File: src/rtl/wb_cmd_master_if.sv
// wb_cmd_master_if: command, response and Wishbone bus signals of wb_cmd_master
interface wb_cmd_master_if #(
    parameter int AW = 2,
    parameter int DW = 32
);
    logic          i_cmd_valid;
    logic          o_cmd_ready;
    logic          i_cmd_we;
    logic [AW-1:0] i_cmd_addr;
    logic [DW-1:0] i_cmd_data;
    logic          o_rsp_valid;
    logic          i_rsp_ready;
    logic [DW-1:0] o_rsp_data;
    logic          o_rsp_err;
    logic          o_rsp_timeout;
    logic          o_wb_cyc;
    logic          o_wb_stb;
    logic          o_wb_we;
    logic [AW-1:0] o_wb_addr;
    logic [DW-1:0] o_wb_data;
    logic          i_wb_ack;
    logic          i_wb_stall;
    logic          i_wb_err;
    logic [DW-1:0] i_wb_data;

    modport master (
        input  i_cmd_valid, i_cmd_we, i_cmd_addr, i_cmd_data, i_rsp_ready,
               i_wb_ack, i_wb_stall, i_wb_err, i_wb_data,
        output o_cmd_ready, o_rsp_valid, o_rsp_data, o_rsp_err, o_rsp_timeout,
               o_wb_cyc, o_wb_stb, o_wb_we, o_wb_addr, o_wb_data
    );

    modport slave (
        output i_cmd_valid, i_cmd_we, i_cmd_addr, i_cmd_data, i_rsp_ready,
               i_wb_ack, i_wb_stall, i_wb_err, i_wb_data,
        input  o_cmd_ready, o_rsp_valid, o_rsp_data, o_rsp_err, o_rsp_timeout,
               o_wb_cyc, o_wb_stb, o_wb_we, o_wb_addr, o_wb_data
    );
endinterface

File: src/rtl/wb_cmd_master.sv
// wb_cmd_master: single-outstanding pipelined Wishbone master with transaction timeout
module wb_cmd_master #(
    parameter int AW = 2,
    parameter int DW = 32,
    parameter int TIMEOUT_CYCLES = 64
) (
    input logic i_clk,
    input logic i_reset,
    wb_cmd_master_if.master bus
);
    localparam int CW = $clog2(TIMEOUT_CYCLES + 1);
    typedef enum logic [1:0] {IDLE, REQ, WAIT, RESP} state_t;
    state_t state;
    logic [CW-1:0] cnt;
    logic done, tmo;
    assign done = bus.i_wb_ack || bus.i_wb_err;
    assign tmo = cnt == CW'(TIMEOUT_CYCLES - 1);
    // Accept a command, run one bus cycle bounded by the timeout, then hold the response until taken
    always_ff @(posedge i_clk or posedge i_reset) begin
        if (i_reset) begin
            state <= IDLE;
            cnt <= '0;
            bus.o_cmd_ready <= 1'b0;
            bus.o_rsp_valid <= 1'b0;
            bus.o_rsp_data <= {DW{1'b0}};
            bus.o_rsp_err <= 1'b0;
            bus.o_rsp_timeout <= 1'b0;
            bus.o_wb_cyc <= 1'b0;
            bus.o_wb_stb <= 1'b0;
            bus.o_wb_we <= 1'b0;
            bus.o_wb_addr <= {AW{1'b0}};
            bus.o_wb_data <= {DW{1'b0}};
        end else begin
            case (state)
                IDLE: begin
                    if (bus.i_cmd_valid && bus.o_cmd_ready) begin
                        bus.o_cmd_ready <= 1'b0;
                        bus.o_wb_cyc <= 1'b1;
                        bus.o_wb_stb <= 1'b1;
                        bus.o_wb_we <= bus.i_cmd_we;
                        bus.o_wb_addr <= bus.i_cmd_addr;
                        bus.o_wb_data <= bus.i_cmd_data;
                        cnt <= '0;
                        state <= REQ;
                    end else begin
                        bus.o_cmd_ready <= 1'b1;
                    end
                end
                REQ, WAIT: begin
                    cnt <= cnt + 1'b1;
                    if (done || tmo) begin
                        state <= RESP;
                        bus.o_wb_cyc <= 1'b0;
                        bus.o_wb_stb <= 1'b0;
                        bus.o_rsp_valid <= 1'b1;
                        bus.o_rsp_err <= bus.i_wb_err || !bus.i_wb_ack;
                        bus.o_rsp_timeout <= !done;
                        bus.o_rsp_data <= (bus.i_wb_ack && !bus.i_wb_err && !bus.o_wb_we) ? bus.i_wb_data : {DW{1'b0}};
                    end else if (state == REQ && !bus.i_wb_stall) begin
                        bus.o_wb_stb <= 1'b0;
                        state <= WAIT;
                    end
                end
                default: begin
                    if (bus.i_rsp_ready) begin
                        bus.o_rsp_valid <= 1'b0;
                        bus.o_rsp_err <= 1'b0;
                        bus.o_rsp_timeout <= 1'b0;
                        bus.o_rsp_data <= {DW{1'b0}};
                        bus.o_cmd_ready <= 1'b1;
                        state <= IDLE;
                    end
                end
            endcase
        end
    end
endmodule

File: src/flat_wrapper.sv
// flat-port wrapper written by rule: the top's interface ports become plain ports
module wb_cmd_master_flat 
#(
    parameter int AW = 2,
    parameter int DW = 32,
    parameter int TIMEOUT_CYCLES = 64
)
  (i_clk, i_reset, bus_i_cmd_valid, bus_i_cmd_we, bus_i_cmd_addr, bus_i_cmd_data, bus_i_rsp_ready, bus_i_wb_ack, bus_i_wb_stall, bus_i_wb_err, bus_i_wb_data, bus_o_cmd_ready, bus_o_rsp_valid, bus_o_rsp_data, bus_o_rsp_err, bus_o_rsp_timeout, bus_o_wb_cyc, bus_o_wb_stb, bus_o_wb_we, bus_o_wb_addr, bus_o_wb_data);
  wb_cmd_master_if #(.AW(AW), .DW(DW)) bus_i ();
  input logic i_clk;
  input logic i_reset;
  input wire logic [$bits(bus_i.i_cmd_valid)-1:0] bus_i_cmd_valid;
  input wire logic [$bits(bus_i.i_cmd_we)-1:0] bus_i_cmd_we;
  input wire logic [$bits(bus_i.i_cmd_addr)-1:0] bus_i_cmd_addr;
  input wire logic [$bits(bus_i.i_cmd_data)-1:0] bus_i_cmd_data;
  input wire logic [$bits(bus_i.i_rsp_ready)-1:0] bus_i_rsp_ready;
  input wire logic [$bits(bus_i.i_wb_ack)-1:0] bus_i_wb_ack;
  input wire logic [$bits(bus_i.i_wb_stall)-1:0] bus_i_wb_stall;
  input wire logic [$bits(bus_i.i_wb_err)-1:0] bus_i_wb_err;
  input wire logic [$bits(bus_i.i_wb_data)-1:0] bus_i_wb_data;
  output wire logic [$bits(bus_i.o_cmd_ready)-1:0] bus_o_cmd_ready;
  output wire logic [$bits(bus_i.o_rsp_valid)-1:0] bus_o_rsp_valid;
  output wire logic [$bits(bus_i.o_rsp_data)-1:0] bus_o_rsp_data;
  output wire logic [$bits(bus_i.o_rsp_err)-1:0] bus_o_rsp_err;
  output wire logic [$bits(bus_i.o_rsp_timeout)-1:0] bus_o_rsp_timeout;
  output wire logic [$bits(bus_i.o_wb_cyc)-1:0] bus_o_wb_cyc;
  output wire logic [$bits(bus_i.o_wb_stb)-1:0] bus_o_wb_stb;
  output wire logic [$bits(bus_i.o_wb_we)-1:0] bus_o_wb_we;
  output wire logic [$bits(bus_i.o_wb_addr)-1:0] bus_o_wb_addr;
  output wire logic [$bits(bus_i.o_wb_data)-1:0] bus_o_wb_data;
  assign bus_i.i_cmd_valid = bus_i_cmd_valid;
  assign bus_i.i_cmd_we = bus_i_cmd_we;
  assign bus_i.i_cmd_addr = bus_i_cmd_addr;
  assign bus_i.i_cmd_data = bus_i_cmd_data;
  assign bus_i.i_rsp_ready = bus_i_rsp_ready;
  assign bus_i.i_wb_ack = bus_i_wb_ack;
  assign bus_i.i_wb_stall = bus_i_wb_stall;
  assign bus_i.i_wb_err = bus_i_wb_err;
  assign bus_i.i_wb_data = bus_i_wb_data;
  assign bus_o_cmd_ready = bus_i.o_cmd_ready;
  assign bus_o_rsp_valid = bus_i.o_rsp_valid;
  assign bus_o_rsp_data = bus_i.o_rsp_data;
  assign bus_o_rsp_err = bus_i.o_rsp_err;
  assign bus_o_rsp_timeout = bus_i.o_rsp_timeout;
  assign bus_o_wb_cyc = bus_i.o_wb_cyc;
  assign bus_o_wb_stb = bus_i.o_wb_stb;
  assign bus_o_wb_we = bus_i.o_wb_we;
  assign bus_o_wb_addr = bus_i.o_wb_addr;
  assign bus_o_wb_data = bus_i.o_wb_data;
  wb_cmd_master #(.AW(AW), .DW(DW), .TIMEOUT_CYCLES(TIMEOUT_CYCLES)) u_core (.i_clk(i_clk), .i_reset(i_reset), .bus(bus_i));
endmodule
File: config.mk
export PLATFORM = sky130hd
export DESIGN_NAME = wb_cmd_master_flat
export DESIGN_NICKNAME = d
export VERILOG_FILES = /design/src/rtl/wb_cmd_master_if.sv /design/src/rtl/wb_cmd_master.sv /design/src/flat_wrapper.sv
export SDC_FILE = /design/constraint.sdc
export NUM_CORES = 1
export LEC_CHECK = 0
export ABC_AREA = 1
export BUFFER_PORTS_ARGS = -buffer_cell sky130_fd_sc_hd__buf_2
export CAP_MARGIN = 20
export CORE_ASPECT_RATIO = 1.2
export CORE_MARGIN = 8
export CORE_UTILIZATION = 45
export DETAILED_ROUTE_END_ITERATION = 7
export PLACE_DENSITY = 0.77
export SLEW_MARGIN = 30
export SYNTH_ARGS = -nofsm -noshare
export SYNTH_HDL_FRONTEND = slang
export SYNTH_SLANG_ARGS = --single-unit
File: constraint.sdc
create_clock -name i_clk -period 4.1 [get_ports i_clk]
set_clock_uncertainty 0.2 [all_clocks]
set_input_delay 0.615 -clock i_clk [delete_from_list [all_inputs] [get_ports i_clk]]
set_output_delay 0.615 -clock i_clk [all_outputs]
set_load 0.03 [all_outputs]
==> flow_summary.ini, run 1 <==
[outcome]
status = completed

[place]
io_buffers = 146
postPlaceCellArea_mm2 = 0.00425
gp_congestion = 0.826
hpwl_mm = 6.30
detailedPlace.worstSlack_ps = 1540

[floorplan]
die_w_um = 96.5
die-area_mm2 = 0.0109
row_count = 35
ios = 147
die_h_um = 113
core_area_mm2 = 0.00762
start_util_pct = 46.0

[logic_synthesis]
synth_edf_count = 0
async_flop_share_pct = 100
yosysUniqueCellTypes = 31
avgSynthCellArea_um2 = 10.9
syn_inst = 322
synth_seq_area_share_pct = 58.6
yosys_warnings = 0
ys.flop_type = dfrtp_1
ys_top_cells_by_area = dfrtp_1 (59%), mux2_2 (12%), nand2_1 (10%), nand3_1 (3.7%), nand2_2 (2.0%)
syn-cell-area_mm2 = 0.00350
synth-seq-cells = 82
synth.largest_area_cell = dfrtp_1
syn-num-nets = 401
synth_top_area_share_pct = 58.6

[finish]
drive_above_1_share_pct = 47.6
n_fill_cell = 681
nets = 548
syn_to_final_growth_pct = 27.0
mostFrequentLayoutCell = buf_2
antenna_cells = 0
design_area_mm2 = 0.00445
layout_common_cells = buf_2 (146), nand2_1 (93), dfrtp_1 (82), mux2_2 (36), nand3_1 (26)

[route]
top_layer_used = met4
wirelength_mm = 8.45
wl_met2_mm = 4.13
postRouteAntennaNets = 0
vias_per_cell = 4.93
drc_errors = 0
route.met3.wl_um = 781
drtIter0Drc = 128
vias = 2788
wl_met1_mm = 3.27
wl_per_cell_um = 14.9
drt-pass1-iter-count = 4

[critical_path]
critPathMaxStageDelay_ps = 530
crit_family = simple AND/OR/NAND/NOR gates
cp-startpoint = u_core.state[1]
r2r_end = u_core.bus.o_rsp_data[16]
criticalPathCategory = reg2reg
path_buf_inv = 2
cp.arrival_ps = 2670
rr_startpoint = u_core.state[1]
worst-path-max-fanout = 47
cpMaxStageDelayCell = nor2_4
cp_cell_sequence = inv_1 -> ha_1 -> inv_2 -> nor3_2 -> nand2_2 -> nand2_4 -> nor2_4 -> nand3_1 -> nand2_1
end_kind = flip-flop
cp.required_ps = 4200
reg2reg_slack_ps = 1520
start_kind = flip-flop
reg2reg_depth = 9

[global_routing]
grt_pass1_vias = 2981
antenna_found_initial = 0
grtUsageTotal_pct = 15.7
grt_overflow_total = 0
grt_max_degree = 57
grt_pass1_wl_mm = 13.5

[sta]
hold_viol_final = 0
max_slew_margin_pct = 38.4
min_period_over_period_pct = 62.8
fin_crit_ps = 2580
rsz0062_at_grt = no
fin_ws_ps = 1520
timing.hold.ws_ps = 159
report.final.slew_viol_count = 0
setup_viol = 0
finalSetupTns_ps = 0
worst_pin_slew_ps = 922
fmax_mhz = 388

[cts]
clk_pin_slew_ps = 80
cts_root_buffer = clkbuf_8
ctsLongestPathBuffers = 2
cts_tree = done
hold_buffers = 0
cts_setup_buffers = 0
post_cts_resized = 0
htreeDepth = 3
insertion_delay_ps = 350
cts.sinks = 82
cts_buffers = 9

[pwr]
peakVddDrop_mv = 0.486
power_mw = 3.69
p_per_area_mw_per_mm2 = 829
power_leakage_nw = 2.43

[flow_run]
cap_viol_max_count = 0

[hold_path]
hold_class = in2async
[metal layers]
metal / track usage (%) / up-vias
li1: - / 1347
met1: 18.1 / 1315
met2: 24.9 / 106
met3: 5.14 / 20
met4: 8.81 / 0
met5: 0 / -
[cell families (layout without fill, tap and decap cells)]
group | Yosys count | after routing | synth area share, %
AND/OR/NAND/NOR | 147 | 147 | 18.9
buffers and inverters | 28 | 179 | 4.86
AO/OA/AOI/OAI | 23 | 23 | 4.04
flip-flops | 82 | 82 | 58.6
multiplexers | 37 | 37 | 11.9
adder cells (fa/ha/maj) | 5 | 5 | 1.79
[worst reg2reg max path, cell delays in order (launching register included)]
cell     delay, ps
dfrtp_1        420
inv_1          100
ha_1           360
inv_2          200
nor3_2          60
nand2_2         90
nand2_4        300
nor2_4         530
nand3_1        160
nand2_1         90
[synth_stat cells (2+ instances only)]
library cell	number
o21ai_1	6
ha_1	5
o21ai_0	8
buf_12	2
inv_2	2
nand4_1	2
nor2_1	8
inv_1	14
nand2_1	93
dfrtp_1	82
o21ai_2	5
nand2_2	11
nand3_1	26
buf_2	5
buf_6	2
mux2_2	36
[layout make-up]
type | count | area, um^2 | share of cell area (%)
Tap cell | 92 | 115 | 2.59
Sequential cell | 82 | 2050 | 46.1
Multi-Input combinational cell | 212 | 1280 | 28.8
Timing Repair Buffer | 148 | 746 | 16.8
Clock inverter | 5 | 55.1 | 1.24
Clock buffer | 10 | 138 | 3.09
Inverter | 16 | 62.6 | 1.41
[metrics by stage]
stage	utilization (%)	cells
6_report	58.4	565
5_1_grt	58.4	565
4_1_cts	58.4	565
3_5_place_dp	55.8	550
3_3_place_gp	55.8	550
2_1_floorplan	-	322
[sequential cells by signal, summed over array words and instances (netlist names)]
| name | count |
|---|---|
| u_core.bus.o_rsp_timeout | 1 |
| u_core.bus.o_wb_data | 32 |
| u_core.bus.o_wb_addr | 2 |
| u_core.cnt | 7 |
| u_core.state | 2 |
| u_core.bus.o_wb_stb | 1 |
| u_core.bus.o_wb_we | 1 |
| u_core.bus.o_wb_cyc | 1 |
| u_core.bus.o_rsp_valid | 1 |
| u_core.bus.o_rsp_data | 32 |
| u_core.bus.o_cmd_ready | 1 |
| u_core.bus.o_rsp_err | 1 |
[worst max-delay path by stage]
| stage | endpoint | slack [ps] | depth (start not counted) |
|---|---|---|---|
| 4_1_cts | u_core.bus.o_rsp_data[15] | 1510 | 9 |
| 5_1_grt | u_core.bus.o_rsp_data[9] | 1270 | 9 |
| 6_report | u_core.bus.o_rsp_data[16] | 1520 | 9 |
| 2_1_floorplan | u_core.bus.o_cmd_ready | 1180 | 1 |
| 3_5_place_dp | u_core.bus.o_rsp_data[16] | 1540 | 9 |
| 3_3_place_gp | u_core.bus.o_rsp_data[13] | 1600 | 9 |
[power breakdown]
group	total, mW	switching (mW)	internal [mW]	leakage (nW)
Clock	0.579	0.287	0.292	0.0941
Combinational	1.82	1.25	0.571	1.28
Sequential	1.29	0.172	1.12	1.05
Power figures use the tool's default switching activity.
==> run 2: changes to the inputs <==
--- a/config.mk
+++ b/config.mk
@@ -5,14 +5,14 @@
 export SDC_FILE = /design/constraint.sdc
 export NUM_CORES = 1
 export LEC_CHECK = 0
-export ABC_AREA = 1
+export ABC_AREA = 0
 export BUFFER_PORTS_ARGS = -buffer_cell sky130_fd_sc_hd__buf_2
 export CAP_MARGIN = 20
 export CORE_ASPECT_RATIO = 1.2
 export CORE_MARGIN = 8
-export CORE_UTILIZATION = 45
+export CORE_UTILIZATION = 42
 export DETAILED_ROUTE_END_ITERATION = 7
-export PLACE_DENSITY = 0.77
+export PLACE_DENSITY = 0.76
 export SLEW_MARGIN = 30
 export SYNTH_ARGS = -nofsm -noshare
 export SYNTH_HDL_FRONTEND = slang
==> constraint.sdc (replaced) <==
create_clock -name i_clk -period 2.2 [get_ports i_clk]
set_clock_uncertainty 0.2 [all_clocks]
set_input_delay 0.33 -clock i_clk [delete_from_list [all_inputs] [get_ports i_clk]]
set_output_delay 0.33 -clock i_clk [all_outputs]
set_load 0.03 [all_outputs]
==> run 2 against run 1 <==
  * Die area grew 1.3%
  * Combinational power grew 96%
  * Flip-flop and latch count is the same
  * Sequential share of layout area shrank 3.6 points
  * Register-to-register slack lost 1400 ps
  * Sequential power grew 90%
  * Maximum frequency grew 26%
  * Utilization grew 4.6 points
  * First-iteration DRC count shrank 51%
==> flow_summary.ini, run 2 <==
[critical_path]
end_kind = flip-flop
critPathMaxStageDelay_ps = 410
start_kind = flip-flop
rr_startpoint = u_core.cnt[0]
cp.arrival_ps = 2070
cp_cell_sequence = ha_1 -> nand3_4 -> o31a_1 -> a21o_4 -> a22o_2
cpMaxStageDelayCell = dfrtp_1
cp.required_ps = 2230
criticalPathCategory = reg2reg
worst-path-max-fanout = 32
r2r_end = u_core.bus.o_rsp_data[30]
reg2reg_slack_ps = 160
reg2reg_depth = 5

[sta]
fin_crit_ps = 2040
report.final.slew_viol_count = 0
worst_pin_slew_ps = 417
fmax_mhz = 490
setup_viol = 0
min_period_over_period_pct = 92.8
finalSetupTns_ps = 0
hold_viol_final = 0
rsz0062_at_grt = no
max_slew_margin_pct = 72.0

[outcome]
status = completed

[pwr]
power_frac_seq_pct = 34.6
p_per_area_mw_per_mm2 = 1470
internal_power_mw = 3.93
power.switching_mw = 3.15
clkPwrFrac_pct = 15.2
comb_power_share_pct = 50.2
swShare_pct = 44.5
peakVddDrop_mv = 0.817
power_leakage_nw = 2.44

[hold_path]
whs_endpoint = u_core.bus.o_rsp_data[20]
min_from = bus_i_wb_data[20]
hold_class = in2reg
hold_depth = 2

[route]
drt-pass1-iter-count = 4
drc_errors = 0
wl_per_cell_um = 17.6
wirelength_mm = 9.30
wl_met1_mm = 3.38
vias = 2709
route.met3.wl_um = 411
top_layer_used = met4
postRouteAntennaNets = 0
vias_per_cell = 5.11
drtIter0Drc = 63
wl_met2_mm = 5.17

[logic_synthesis]
synth-seq-cells = 82
yosysMostFrequentCell = dfrtp_1
syn_inst = 236
yosysUniqueCellTypes = 40
synth_top_area_share_pct = 61.8
avgSynthCellArea_um2 = 14.1
syn-num-nets = 315
synth.largest_area_cell = dfrtp_1
yosys_warnings = 0
async_flop_share_pct = 100
ys_top_cells_by_area = dfrtp_1 (62%), mux2_2 (9.8%), a22o_1 (7.9%), mux2_1 (2.4%), ha_1 (1.9%)
synth_seq_area_share_pct = 61.8
netlist_top_cells_count = dfrtp_1 (82), a22o_1 (30), mux2_2 (29)
synth_edf_count = 0
syn-cell-area_mm2 = 0.00332
ys.flop_type = dfrtp_1

[finish]
multi_input_area_mm2 = 0.00116
syn_to_final_growth_pct = 45.4
layout_common_cells = buf_2 (146), dfrtp_1 (82), dlygate4sd3_1 (45), a22o_1 (30), mux2_2 (29)
n_fill_cell = 572
seq_area_mm2 = 0.00205
mostFrequentLayoutCell = buf_2
design_area_mm2 = 0.00482
reg_top3 = u_core.bus.o_rsp_data x32, u_core.bus.o_wb_data x32, u_core.cnt x7
drive_above_1_share_pct = 47.5
antenna_cells = 0
nets = 513

[cts]
insertion_delay_ps = 340
cts_tree = done
clk_pin_slew_ps = 80
ctsLongestPathBuffers = 2
cts.sinks = 82
cts_root_buffer = clkbuf_8
cts_setup_buffers = 0
cts_buffers = 9
htreeDepth = 3

[global_routing]
grt_overflow_total = 0
grt_max_degree = 49
grt_pass1_vias = 3116
grt_pass1_wl_mm = 15.2
grtUsageTotal_pct = 17.1
antenna_found_initial = 0

[floorplan]
row_count = 35
die_h_um = 113
core_area_mm2 = 0.00766
start_util_pct = 43.3
die-area_mm2 = 0.0110
ios = 147
die_w_um = 97.1

[flow_run]
cap_viol_max_count = 0

[place]
gp_congestion = 0.763
io_buffers = 146
postPlaceCellArea_mm2 = 0.00418
hpwl_mm = 6.53
-- run 2: logic make-up after synthesis --
kind of cell             share of synthesized area, %
flip-flops                                       61.8
multiplexers                                     12.8
AO/OA/AOI/OAI                                    15.0
AND/OR/NAND/NOR                                  5.28
buffers and inverters                            3.13
adder cells (fa/ha/maj)                          1.89
-- run 2: worst max-delay path by stage --
stage | startpoint | to | slack (ps) | cells past startpoint
4_1_cts | u_core.state[0] | u_core.bus.o_rsp_data[17] | 130 | 6
6_report | u_core.cnt[0] | u_core.bus.o_rsp_data[30] | 160 | 5
3_5_place_dp | u_core.state[0] | u_core.bus.o_rsp_data[16] | 160 | 6
3_3_place_gp | u_core.state[0] | u_core.bus.o_rsp_data[30] | 230 | 6
2_1_floorplan | u_core.cnt[0] | u_core.bus.o_rsp_data[0] | 330 | 6
5_1_grt | u_core.cnt[0] | u_core.bus.o_wb_stb | 70 | 5
-- run 2: area by class of cell --
class / instances / area share [%]
Multi-Input combinational cell: 137 / 24.2
Timing Repair Buffer: 198 / 26.4
Clock buffer: 11 / 2.93
Clock inverter: 4 / 1.09
Tap cell: 92 / 2.39
Sequential cell: 82 / 42.5
Inverter: 6 / 0.545
-- run 2: power groups by stage --
| stage | sequential (mW) | clock [mW] | combinational (mW) |
|---|---|---|---|
| 3_5_place_dp | 2.46 | 0 | 3.50 |
| 5_1_grt | 2.53 | 1.16 | 3.80 |
| 3_3_place_gp | 2.44 | 0 | 3.41 |
| 6_report | 2.45 | 1.08 | 3.56 |
| 4_1_cts | 2.44 | 1.11 | 3.57 |
| 2_1_floorplan | 3.54 | 0 | 1.43 |
-- run 2: per-stage QoR --
stage                     setup slack [ps]  instances  util, %  hold slack (ps)  power (mW)
final                                  158        530     62.9             16.9        7.08
after global routing                  73.3        530     62.9           0.0803        7.50
after CTS                              129        530     62.9            0.148        7.12
after detailed placement               158        470     54.5              123        5.97
after global placement                 232        470     54.5              110        5.86
after floorplan                        326        236        -              245        4.97
-- run 2: routing by layer --
metal  vias up  GRT usage, %
met5         -             0
met4         0          10.3
met3        25          3.96
met2        79          31.6
met1      1343          16.9
li1       1262             -
-- run 2: repair_timing --
| item | 4_1_cts | 5_1_grt |
|---|---|---|
| hold endpoints to repair | 56 | 0 |
| hold buffers | 45 | 0 |
| gates resized for setup | 0 | 1 |
| endpoints found under the setup margin | 0 | 5 |
-- run 2: worst max-delay path: cells and delay by family (launching register included) --
family / cells / cell delay, ps
compound gates: 3 / 930
fa+ha+maj: 1 / 260
flops: 1 / 410
simple gates: 1 / 130
